--- config.mk ---
export PLATFORM = sky130hd
export DESIGN_NAME = swicth_conf_control_mt
export DESIGN_NICKNAME = d
export VERILOG_FILES = /design/src/rtl/cgra_conf_pkg.sv /design/src/rtl/memory.sv /design/src/rtl/reg_pipe.sv /design/src/rtl/swicth_conf_decoder_mt.sv /design/src/rtl/swicth_conf_control_mt.sv
export SDC_FILE = /design/constraint.sdc
export NUM_CORES = 1
export LEC_CHECK = 0
export CAP_MARGIN = 20
export CORE_UTILIZATION = 56
export DETAILED_ROUTE_END_ITERATION = 10
export GPL_TIMING_DRIVEN = 0
export PLACE_DENSITY = 0.89
export SYNTH_ARGS = -nofsm -noshare
export SYNTH_HDL_FRONTEND = slang
export SYNTH_SLANG_ARGS = --single-unit
--- constraint.sdc ---
create_clock -name clk -period 3.2 [get_ports clk]
set_input_delay 0.96 -clock clk [delete_from_list [all_inputs] [get_ports clk]]
set_output_delay 0.96 -clock clk [all_outputs]
set_load 0.02 [all_outputs]
--- src/rtl/cgra_conf_pkg.sv ---
// Shared definitions for the CGRA configuration bus: opcodes, field positions
// and the thread-index width helper.
package cgra_conf_pkg;

    localparam logic [3:0] CONF_OP_PC_MAX    = 4'd1;
    localparam logic [3:0] CONF_OP_PC_LOOP   = 4'd2;
    localparam logic [3:0] CONF_OP_MEM_WR    = 4'd3;
    localparam logic [3:0] CONF_OP_THREAD_EN = 4'd4;
    localparam logic [3:0] CONF_OP_RESTART   = 4'd5;

    localparam int CONF_OP_LSB   = 0;
    localparam int CONF_OP_MSB   = 3;
    localparam int CONF_TGT_LSB  = 4;
    localparam int CONF_TGT_MSB  = 15;
    localparam int CONF_THR_LSB  = 16;
    localparam int CONF_THR_MSB  = 23;
    localparam int CONF_ADDR_LSB = 24;
    localparam int CONF_ADDR_MSB = 39;
    localparam int CONF_DATA_LSB = 40;
    localparam int CONF_DATA_MSB = 63;

    // Thread index width, never narrower than one bit.
    function automatic int thread_w(input int n);
        return (n <= 2) ? 1 : $clog2(n);
    endfunction

endpackage

--- src/rtl/memory.sv ---
// Simple dual-port RAM: one write port, one registered read port.
// A read and write to the same address in one cycle returns the old word.
module memory #(
    parameter int ADDR_W = 4,
    parameter int DATA_W = 8
) (
    input  logic              clk,
    input  logic              we,
    input  logic [ADDR_W-1:0] waddr,
    input  logic [DATA_W-1:0] wdata,
    input  logic              re,
    input  logic [ADDR_W-1:0] raddr,
    output logic [DATA_W-1:0] rdata
);

    logic [DATA_W-1:0] mem [2**ADDR_W];

    always_ff @(posedge clk) begin
        if (we) begin
            mem[waddr] <= wdata;
        end
        if (re) begin
            rdata <= mem[raddr];
        end
    end

endmodule

--- src/rtl/reg_pipe.sv ---
// Enable-gated delay line of DEPTH registers, no reset.
module reg_pipe #(
    parameter int DEPTH  = 1,
    parameter int DATA_W = 8
) (
    input  logic              clk,
    input  logic              en,
    input  logic [DATA_W-1:0] d,
    output logic [DATA_W-1:0] q
);

    logic [DATA_W-1:0] stage_q [DEPTH];

    always_ff @(posedge clk) begin
        if (en) begin
            stage_q[0] <= d;
            for (int i = 1; i < DEPTH; i++) begin
                stage_q[i] <= stage_q[i-1];
            end
        end
    end

    assign q = stage_q[DEPTH-1];

endmodule

--- src/rtl/swicth_conf_decoder_mt.sv ---
// Registers the configuration bus word and turns it into one-cycle write
// strobes plus the thread/address/data fields that go with them.
module swicth_conf_decoder_mt
    import cgra_conf_pkg::*;
#(
    parameter int SWICTH_NUMBER = 0,
    parameter int NUM_THREADS   = 7,
    parameter int CONF_WIDTH    = 2,
    parameter int PC_WIDTH      = 1,
    parameter int TW            = 3
) (
    input  logic                  clk,
    input  logic                  rst,
    input  logic [63:0]           conf_bus_in,
    output logic                  pc_max_we,
    output logic                  pc_loop_we,
    output logic                  mem_we,
    output logic                  thread_en_we,
    output logic                  restart,
    output logic [TW-1:0]         thread,
    output logic [PC_WIDTH-1:0]   addr,
    output logic [CONF_WIDTH-1:0] data
);

    logic [3:0]  op;
    logic [11:0] tgt;
    logic [7:0]  thr;
    logic        tgt_hit;
    logic        thr_ok;
    logic        unused_bus;

    assign op         = conf_bus_in[CONF_OP_MSB:CONF_OP_LSB];
    assign tgt        = conf_bus_in[CONF_TGT_MSB:CONF_TGT_LSB];
    assign thr        = conf_bus_in[CONF_THR_MSB:CONF_THR_LSB];
    assign tgt_hit    = (tgt == 12'(SWICTH_NUMBER));
    // Widened compare so NUM_THREADS = 256 does not alias to zero.
    assign thr_ok     = ({1'b0, thr} < 9'(NUM_THREADS));
    assign unused_bus = ^conf_bus_in;

    always_ff @(posedge clk or negedge rst) begin
        if (!rst) begin
            pc_max_we    <= 1'b0;
            pc_loop_we   <= 1'b0;
            mem_we       <= 1'b0;
            thread_en_we <= 1'b0;
            restart      <= 1'b0;
            thread       <= '0;
            addr         <= '0;
            data         <= '0;
        end else begin
            pc_max_we    <= tgt_hit && thr_ok && (op == CONF_OP_PC_MAX);
            pc_loop_we   <= tgt_hit && thr_ok && (op == CONF_OP_PC_LOOP);
            mem_we       <= tgt_hit && thr_ok && (op == CONF_OP_MEM_WR);
            thread_en_we <= tgt_hit && thr_ok && (op == CONF_OP_THREAD_EN);
            restart      <= tgt_hit && (op == CONF_OP_RESTART);
            thread       <= thr[TW-1:0];
            addr         <= conf_bus_in[CONF_ADDR_LSB +: PC_WIDTH];
            data         <= conf_bus_in[CONF_DATA_LSB +: CONF_WIDTH];
        end
    end

endmodule

--- src/rtl/swicth_conf_control_mt.sv ---
// Per-switch multithreaded configuration controller: round-robin thread
// counter, per-thread PCs, configuration memory and a STAGE-aligned output pipe.
module swicth_conf_control_mt
    import cgra_conf_pkg::*;
#(
    parameter int SWICTH_NUMBER = 0,
    parameter int STAGE         = 1,
    parameter int NUM_THREADS   = 7,
    parameter int CONF_WIDTH    = 2,
    parameter int PC_WIDTH      = 1,
    localparam int TW           = thread_w(NUM_THREADS)
) (
    input  logic                  clk,
    input  logic                  rst,
    input  logic                  en_pc_net,
    input  logic [63:0]           conf_bus_in,
    output logic [CONF_WIDTH-1:0] swicth_conf_out,
    output logic [TW-1:0]         thread_idx_out
);

    localparam int AW         = TW + PC_WIDTH;
    localparam int PIPE_DEPTH = STAGE + 3;

    logic                  dec_pc_max_we;
    logic                  dec_pc_loop_we;
    logic                  dec_mem_we;
    logic                  dec_thread_en_we;
    logic                  dec_restart;
    logic [TW-1:0]         dec_thread;
    logic [PC_WIDTH-1:0]   dec_addr;
    logic [CONF_WIDTH-1:0] dec_data;

    logic [TW-1:0]         thread_idx;
    logic [PC_WIDTH-1:0]   pc      [NUM_THREADS];
    logic [PC_WIDTH-1:0]   pc_max  [NUM_THREADS];
    logic [PC_WIDTH-1:0]   pc_loop [NUM_THREADS];
    logic [NUM_THREADS-1:0] active;
    logic [PC_WIDTH-1:0]   cur_pc;
    logic [PC_WIDTH-1:0]   next_pc;

    logic [CONF_WIDTH-1:0] rd_data_p0;
    logic                  act_p0;
    logic [CONF_WIDTH-1:0] conf_p0;

    swicth_conf_decoder_mt #(
        .SWICTH_NUMBER (SWICTH_NUMBER),
        .NUM_THREADS   (NUM_THREADS),
        .CONF_WIDTH    (CONF_WIDTH),
        .PC_WIDTH      (PC_WIDTH),
        .TW            (TW)
    ) u_decoder (
        .clk          (clk),
        .rst          (rst),
        .conf_bus_in  (conf_bus_in),
        .pc_max_we    (dec_pc_max_we),
        .pc_loop_we   (dec_pc_loop_we),
        .mem_we       (dec_mem_we),
        .thread_en_we (dec_thread_en_we),
        .restart      (dec_restart),
        .thread       (dec_thread),
        .addr         (dec_addr),
        .data         (dec_data)
    );

    always_ff @(posedge clk or negedge rst) begin
        if (!rst) begin
            thread_idx <= '0;
        end else if (dec_restart) begin
            thread_idx <= '0;
        end else if (en_pc_net) begin
            thread_idx <= (thread_idx == TW'(NUM_THREADS - 1)) ? '0 : thread_idx + TW'(1);
        end
    end

    // Loop-back happens at pc_max; a loop point above pc_max simply wraps through zero.
    assign cur_pc  = pc[thread_idx];
    assign next_pc = (cur_pc == pc_max[thread_idx]) ? pc_loop[thread_idx] : cur_pc + PC_WIDTH'(1);

    always_ff @(posedge clk or negedge rst) begin
        if (!rst) begin
            for (int t = 0; t < NUM_THREADS; t++) begin
                pc[t]      <= '0;
                pc_max[t]  <= '0;
                pc_loop[t] <= '0;
            end
            active <= '0;
        end else begin
            if (dec_restart) begin
                for (int t = 0; t < NUM_THREADS; t++) begin
                    pc[t] <= '0;
                end
            end else if (en_pc_net && active[thread_idx]) begin
                pc[thread_idx] <= next_pc;
            end
            if (dec_pc_max_we) begin
                pc_max[dec_thread] <= dec_addr;
            end
            if (dec_pc_loop_we) begin
                pc_loop[dec_thread] <= dec_addr;
            end
            if (dec_thread_en_we) begin
                active[dec_thread] <= dec_data[0];
            end
        end
    end

    // Stage p0: memory read and the matching active flag.
    memory #(
        .ADDR_W (AW),
        .DATA_W (CONF_WIDTH)
    ) u_mem (
        .clk   (clk),
        .we    (dec_mem_we),
        .waddr ({dec_thread, dec_addr}),
        .wdata (dec_data),
        .re    (en_pc_net),
        .raddr ({thread_idx, cur_pc}),
        .rdata (rd_data_p0)
    );

    always_ff @(posedge clk) begin
        if (en_pc_net) begin
            act_p0 <= active[thread_idx];
        end
    end

    assign conf_p0 = act_p0 ? rd_data_p0 : '0;

    // Stages p1..: delay to line up with the switch's pipeline stage.
    reg_pipe #(
        .DEPTH  (PIPE_DEPTH),
        .DATA_W (CONF_WIDTH)
    ) u_pipe (
        .clk (clk),
        .en  (en_pc_net),
        .d   (conf_p0),
        .q   (swicth_conf_out)
    );

    assign thread_idx_out = thread_idx;

endmodule

==> results of run 1 <==
[worst max-delay path by stage]
stage                                  from                   to  slack, ns  cells past startpoint
after CTS                 thread_idx_out[1]       u_mem.rdata[0]       0.76                      8
after detailed placement          en_pc_net                pc[0]       0.41                      4
after global placement                  rst    u_decoder.data[0]       0.19                      1
after floorplan             conf_bus_in[23]  u_decoder.pc_max_we       0.97                      4
after global routing      thread_idx_out[1]       u_mem.rdata[0]       0.66                      8
final                     thread_idx_out[1]       u_mem.rdata[0]       0.74                      8
[final cells by class]
type,instances,area share [%]
tap,77,2.18
timing repair buffer,34,7.59
buffer,14,1.56
sequential,85,53.0
clock inverter,4,0.652
inverter,3,0.255
multi-input combinational,199,31.0
clock buffer,12,3.77
[routing by layer]
layer	part of all wire [%]	GRT usage, %	vias to the layer above
met2	52	41.4	94
met4	2.3	11.8	0
met3	5.1	3.93	14
met5	0	0	-
met1	41	28.2	1243
li1	-	-	1176
[flip-flops by register name, summed over array words and instances, names as in the netlist]
register                flops
thread_idx_out              3
u_decoder.mem_we            1
u_decoder.thread            3
pc_max                      7
u_mem.mem                  32
pc_loop                     7
act_p0                      1
u_decoder.addr              1
u_decoder.pc_loop_we        1
u_decoder.pc_max_we         1
u_decoder.data              2
u_decoder.thread_en_we      1
pc                          7
active                      7
u_decoder.restart           1
u_pipe.stage_q              8
u_mem.rdata                 2
[cells in the final DEF, fill, tap and decap left out, drive strengths merged, types with 2 or more instances in the layout]
| cell type | instances |
|---|---|
| edfxtp | 43 |
| dfrtp | 42 |
| nand2 | 36 |
| clkdlybuf4s50 | 33 |
| mux2i | 27 |
| nor2 | 25 |
| mux2 | 25 |
| clkbuf | 20 |
| nand2b | 11 |
| o21ai | 9 |
| buf | 7 |
| o22ai | 6 |
| nor2b | 6 |
| nor4 | 5 |
| or2 | 5 |
| nand3 | 4 |
| a21oi | 4 |
| or3 | 4 |
| and2 | 4 |
| inv | 4 |
| nor3 | 3 |
| nor3b | 3 |
| or3b | 2 |
| nand3b | 2 |
| nand4 | 2 |
| and3b | 2 |
| a22oi | 2 |
| mux4 | 2 |
| maj3 | 2 |
| clkinvlp | 2 |
[synth_stat cells, types with 4 or more instances]
master	n	area share, %
dfrtp_1	42	28
o22ai_1	6	0.99
nand3_1	4	0.53
nor2b_1	6	0.99
nand2_1	36	3.6
and2_1	4	0.66
or3_1	4	0.66
mux2i_1	27	7.1
nor4_1	5	0.83
nor2_1	25	2.5
buf_2	4	0.53
mux2_2	14	4.2
clkbuf_1	8	0.79
o21ai_0	6	0.79
or2_2	5	0.83
edfxtp_1	43	34
mux2_1	11	3.3
nand2b_1	11	1.8
a21oi_1	4	0.53
[power groups by stage]
stage               Combinational, uW  Sequential, uW  Clock, uW
floorplan                         310            1260          0
global placement                  484            1240          0
detailed placement                498            1250          0
CTS                               503            1220        740
global route                      545            1230        780
finish                            506            1220        731
[worst max-delay path, cell delays in order, from the launching register on]
cell and delay, ns:
dfrtp_1 0.35, buf_4 0.15, mux2i_1 0.40, a22o_1 0.28, nand2b_1 0.15, buf_6 0.17, mux2i_1 0.26, nor4_1 0.07
or3_1 0.37
[metrics by stage]
| step | total power, uW | hold WS (ns) |
|---|---|---|
| after floorplan | 1570 | 0.400 |
| after global routing | 2550 | 0.440 |
| after detailed placement | 1740 | 0.411 |
| after global placement | 1730 | 0.405 |
| after CTS | 2470 | 0.434 |
| final | 2460 | 0.430 |
[cell families after synthesis]
| logic type | count (synthesis) | share of synthesized area [%] |
|---|---|---|
| AOI/OAI and AO/OA | 26 | 4.26 |
| adders and majority gates | 2 | 0.528 |
| buffers and inverters | 17 | 2.11 |
| DFF | 85 | 61.8 |
| muxes | 54 | 15.7 |
| and+or+nand+nor | 117 | 15.5 |
==> results list, run 1 <==
- LEAKAGE: 0.00176 uW
- The first detailed-routing pass took 7 iterations.
- Switching Power: 692 uW
- The die is 84.3 um wide.
- The worst hold path passes through 0 cells.
- Routability Congestion: 0.845
- Sw frac: 28.1%
- Synthesis produced a netlist with a net count of 368.
- Port buffer count: 34
* Required time of the critical path: 3.31 ns
* Initial cell density of the core: 58.7%
* Wire length of the first global-routing pass: 12600 um
- Via count of the first global-routing pass: 2647
- For the pin with the worst max-slew slack, the measured transition is 0.935 ns.
* Floorplan core area: 6460 um2
- Worst-case setup slack after placement: 0.415 ns
- WHS Endpoint: u_pipe.stage_q[2][1]
* Kind of path behind the tightest hold check: register to register
* Number of clock sinks: 85
* Pin count of the biggest net entering global routing: 43
- The die is 84.3 um tall.
- Number of buffers added by the clock tree synthesis step: 9
- Clock network fraction of total power: 29.7%
* Initial antenna violation count: 0
- Relative to the synthesized area, the layout overhead comes to 16.5%.
- A synthesized cell averages 12.6 um2.
- Count of antenna diodes in the layout: 0
- Final setup viols: 0
- Clock latency on the worst-skew pair, taken at its later pin, is 0.36 ns.
- The cell count after synthesis came out at 301.
* Number of remaining DRC errors: 2
- Counting the fill cells in the layout gives 481.
- Of all nets on the critical path, the largest fanout is 9.
- Minimum period implied by the final worst setup slack: 2.46 ns
- After clock tree synthesis, the clock-pin slew on the worst setup and hold paths is 0.08 ns.
- Core Util, Final: 68.4%
- Seq pwr share: 49.7%
- The number of cells on the worst reg-to-reg path is 8.
- Across every metal layer, demand over resource in global routing totals 23.6%.
* Root buf cell: clkbuf_8
- Across the run, the number of max-cap violations was 0.
* Hold Vio Cnt, Final: 0
- Static timing analysis puts the maximum clock frequency at 407 MHz.
- Critical Path Start Type: register
* Most frequently used flop master after synthesis: edfxtp_1
* Worst R2R Setup Slack: 0.74 ns
- Post-Place Cells: 412
- Vias/cell: 5.90
- The worst register-to-register path ends at u_mem.rdata[0].
* Maximum vdd drop: 0.298 mV
* DR vias: 2527
* Sum of routed wire length over all layers: 7520 um
- Summing all flip-flop and latch instances after layout gives 2340 um2.
- Routed wire length per instance: 17.6 um
- Netlist Area Pre-Place: 3790 um2
* CP endpoint kind: register
- Combinational logic is responsible for 20.6% of the overall power.
- The max-slew violation total from the final report is 0.
* Count of flip-flops with a built-in enable after synthesis: 43
- In the synthesized netlist the async set-or-reset flop fraction comes to 49.4%.
- After floorplanning, the core was divided into 29 placement rows.
* RSZ-0062 raised after global routing: no
- Worst-case clock skew: 0.00496 ns
- The net count of the finished layout is 413.
- Pwr Density: 557 nW/um2
- Max Root-Sink Buffers: 2
- The worst hold path begins at u_pipe.stage_q[1][1].
- Reg-to-Reg Start: thread_idx_out[1]
- The post-route netlist has 12.8% of its cells at a drive strength greater than 1.
* Flops & latches, synth: 85
- After synthesis, flip-flops and latches occupy 61.8% of the total area.
- The wire-length estimate of the detail-placed layout is 5310 um.
* Least setup slack across all paths after layout: 0.744 ns
- Footprint of the multi-input gates: 1370 um2
- The final reports fail on DRC.
- The count of nets left with antenna violations once routing finished came out at 0.
- Placement-stage cell area: 4220 um2
- The number of hold buffers added after CTS was 0.
* Post-route non-filler standard cell count: 428
* Finished Cell Area: 4420 um2
- The flow ran to the end, but the final reports show violations.
- Final period utilization: 76.8%
- The number of gates resized after CTS was 0.
- 72 I/O pins were placed.
- TritonCTS clock tree: yes
- The floorplan step defined a die boundary enclosing 7100 um2.
- The netlist uses 40 different library cells.
- Internal power comes to 1770 uW.
- For this run, the number of Yosys warnings is 0.
- Critical Setup Path Class: register to register
- In the final timing run, aggregate negative setup slack is 0 ns.
- Worst Path Arrival: 2.57 ns
- The H-tree was split into 3 levels.
* Max-Slew Margin vs Limit: 37.7%
- Overall overflow remaining after global route: 0
* Number of DRC markers in iteration 0: 146
- After clock tree synthesis, the setup repair step added 0 buffers.
(Power assumes the default switching activity.)
==> run 2, diff against run 1 <==
CORE_UTILIZATION = 47   (was 56)
PLACE_DENSITY = 0.8   (was 0.89)
clock period = 2.1 ns   (was 3.2 ns; I/O delays follow)
==> results list, run 2 (synthesized netlist as in run 1, its figures left out) <==
* Fillcell total: 655 (+36%)
- The worst slack on hold paths was 0.236 ns (-0.194 ns).
- The number of nets in the layout came to 418 (+1.2%).
* Post-route antenna net violation count: 0 (unchanged)
* Pre-Repair DR Iteration Count: 4 (-3)
* Final period utilization: 103% (+27 points)
* Maximum vdd drop: 0.448 mV (+50%)
- Initial antenna violation count: 0 (unchanged)
* Floorplan core area: 7770 um2 (+20%)
* Worst-Skew Late Latency: 0.35 ns (about the same)
- Fin. max-slew vios: 0 (unchanged)
* Initial cell density of the core: 48.8% (-9.9 points)
- The number of max-cap violations came to 0 (unchanged).
* Routed wire length per instance: 16.8 um (-4.6%)
- Number of remaining DRC errors: 0 (-2)
* Worst path slowest cell: dfrtp_2
- The worst-margin pin slew came to 0.753 ns (-0.182 ns).
* Vias/cell: 5.42 (-8.2%)
- The number of levels the H-tree was split into was 3 (unchanged).
- The number of core rows is 32 (+10%).
- The horizontal die dimension is 91.8 um (+8.9%).
- Number of clock sinks: 85 (unchanged)
- Largest register FFs: 32 (unchanged)
- The global-route wire length before repair came to 12700 um (+1.4%).
- Pin count of the biggest net entering global routing: 43 (unchanged)
- The total design power was 4060 uW (+65%).
- Largest registers in the final layout: u_mem.mem: 32 flops, u_pipe.stage_q: 8 flops
- The clock slew seen by the registers of the worst setup and hold paths came to 0.08 ns (about the same).
* LEAKAGE: 0.00184 uW (+4.0%)
- The number of endpoints with negative hold slack in the final report is 0 (unchanged).
- In this run the worst hold path is classified as input pin to asynchronous set/reset pin.
* RSZ-0062 raised after global routing: yes
- The half-perimeter wire length after placement came to 5420 um (+2.0%).
- Worst Path Arrival: 2.27 ns (-0.30 ns)
- Result of the run: finished with violations
* DR vias: 2482 (-1.8%)
- Count of antenna diodes in the layout: 0 (unchanged)
- The cell sitting at the root of the clock tree is a clkbuf_8.
- Share of final-layout standard cells stronger than drive strength 1: 16.6% (+3.8 points)
* Critical Setup Path Class: register to register
- Post-Place Cells: 438 (+6.3%)
- The worst setup path is captured at a register.
- The number of design-rule violations left by the first detailed-router iteration came to 125 (-14%).
- Critical Path Start Type: register
* Required time of the critical path: 2.20 ns (-1.11 ns)
- The vertical die dimension was 91.8 um (+8.9%).
- The remaining max-slew budget at the tightest pin was 49.8% (+12 points).
- The number of global-route vias before repair is 2618 (-1.1%).
* Top-level port count: 72 (unchanged)
- The largest fanout on the critical path came to 6 (-3).
* Crit path max-delay family: multiplexers
- Max Root-Sink Buffers: 2 (unchanged)
- The total of buffers placed on input and output ports came to 34 (unchanged).
- The maximum single-stage delay on the critical path is 0.46 ns (+0.06 ns).
* TritonCTS clock tree: yes
* Post-route non-filler standard cell count: 458 (+7.0%)
* Sum of routed wire length over all layers: 7670 um (+2.0%)
- Overall track demand over capacity in global routing: 20.5% (-3.1 points)
* Critical path buffer and inverter count: 1 (-1)
- Final setup viols: 2 (+2)
- Area of the die: 8430 um2 (+19%)
- The library cell used most frequently in the layout, excluding fill and tap cells, is edfxtp_1.
- The post-layout worst setup margin came to -0.0731 ns (-0.817 ns).
- The total clock buffers created by CTS was 9 (unchanged).
* Violated checks: setup timing
- The timing-limited maximum frequency was 460 MHz (+13%).
- Routability Congestion: 0.766 (-9.4%)
- The final setup skew is 0.00518 ns (+0.000212 ns).
- Most frequent cells in the layout: 43 x edfxtp_1, 41 x dfrtp_1, 36 x nand2_1
- Pwr Density: 884 nW/um2 (+59%)
* Minimum period implied by the final worst setup slack: 2.17 ns (-0.283 ns)
* Critical-path cell list: mux2i_4 -> a22o_1 -> nand2b_4 -> buf_6 -> mux2i_1 -> o22ai_1 -> or3_1
- Most flops, register: u_mem.mem
- Area added between synthesis and finish: 21.3%
- Overall overflow remaining after global route: 0 (unchanged)
## run 2: worst paths after layout
path	from	end	slack, ns	depth (start not counted)
max	thread_idx_out[1]	u_mem.rdata[0]	-0.07	7
min	rst	u_decoder.pc_max_we	0.24	2
max reg2reg	thread_idx_out[1]	u_mem.rdata[0]	-0.07	7
min reg2reg	u_pipe.stage_q[1][1]	u_pipe.stage_q[2][1]	0.43	0
max in group asynchronous	rst	thread_idx_out[1]	1.66	2
min in group clk	u_pipe.stage_q[1][1]	u_pipe.stage_q[2][1]	0.43	0
## run 2: final cells by class
class,instances,area [um2],share of cell area [%]
clock buffer,11,131,2.86
buffer,13,75.1,1.63
tap,102,128,2.78
inverter,3,11.3,0.245
timing repair buffer,40,398,8.65
clock inverter,5,98.8,2.15
sequential,85,2340,51.0
multi-input combinational,199,1410,30.7
## run 2: metrics by stage
| stage | TNS, ns | utilization [%] | instance area, um2 | worst slack (ns) |
|---|---|---|---|---|
| detailed placement | -3.79 | 55.2 | 4290 | -0.405 |
| global placement | -29.44 | 55.0 | 4270 | -0.777 |
| finish | -0.123 | 59.2 | 4600 | -0.0731 |
| CTS | -0.136 | 58.9 | 4580 | -0.0603 |
| floorplan | 0 | - | 3800 | 0.00884 |
| global route | -0.362 | 59.2 | 4600 | -0.143 |
## run 2: worst register-to-register path, delay by kind of cell (launching register included)
family,cells,cell delay (ns)
AOI/OAI and AO/OA,2,0.31
buffers and inverters,1,0.14
DFF,1,0.46
muxes,2,0.51
and+or+nand+nor,2,0.51
## run 2: power breakdown
group | switching (uW) | total, uW | internal [uW]
Clock | 548 | 1330 | 785
Combinational | 453 | 849 | 397
Sequential | 55.2 | 1880 | 1830
## run 2: what timing repair did
item	4_1_cts	5_1_grt
setup endpoints to repair	8	11
pin swaps	6	1
gates resized for setup	12	9
gates cloned	1	0
buffers inserted	4	0
hold buffers	0	0
## run 2: routing by layer
layer,routed length (um),up-vias,GRT usage [%]
met5,0,-,0
met4,193,0,10.0
met3,344,17,4.23
met2,3980,74,36.2
met1,3150,1208,23.7
li1,-,1183,-
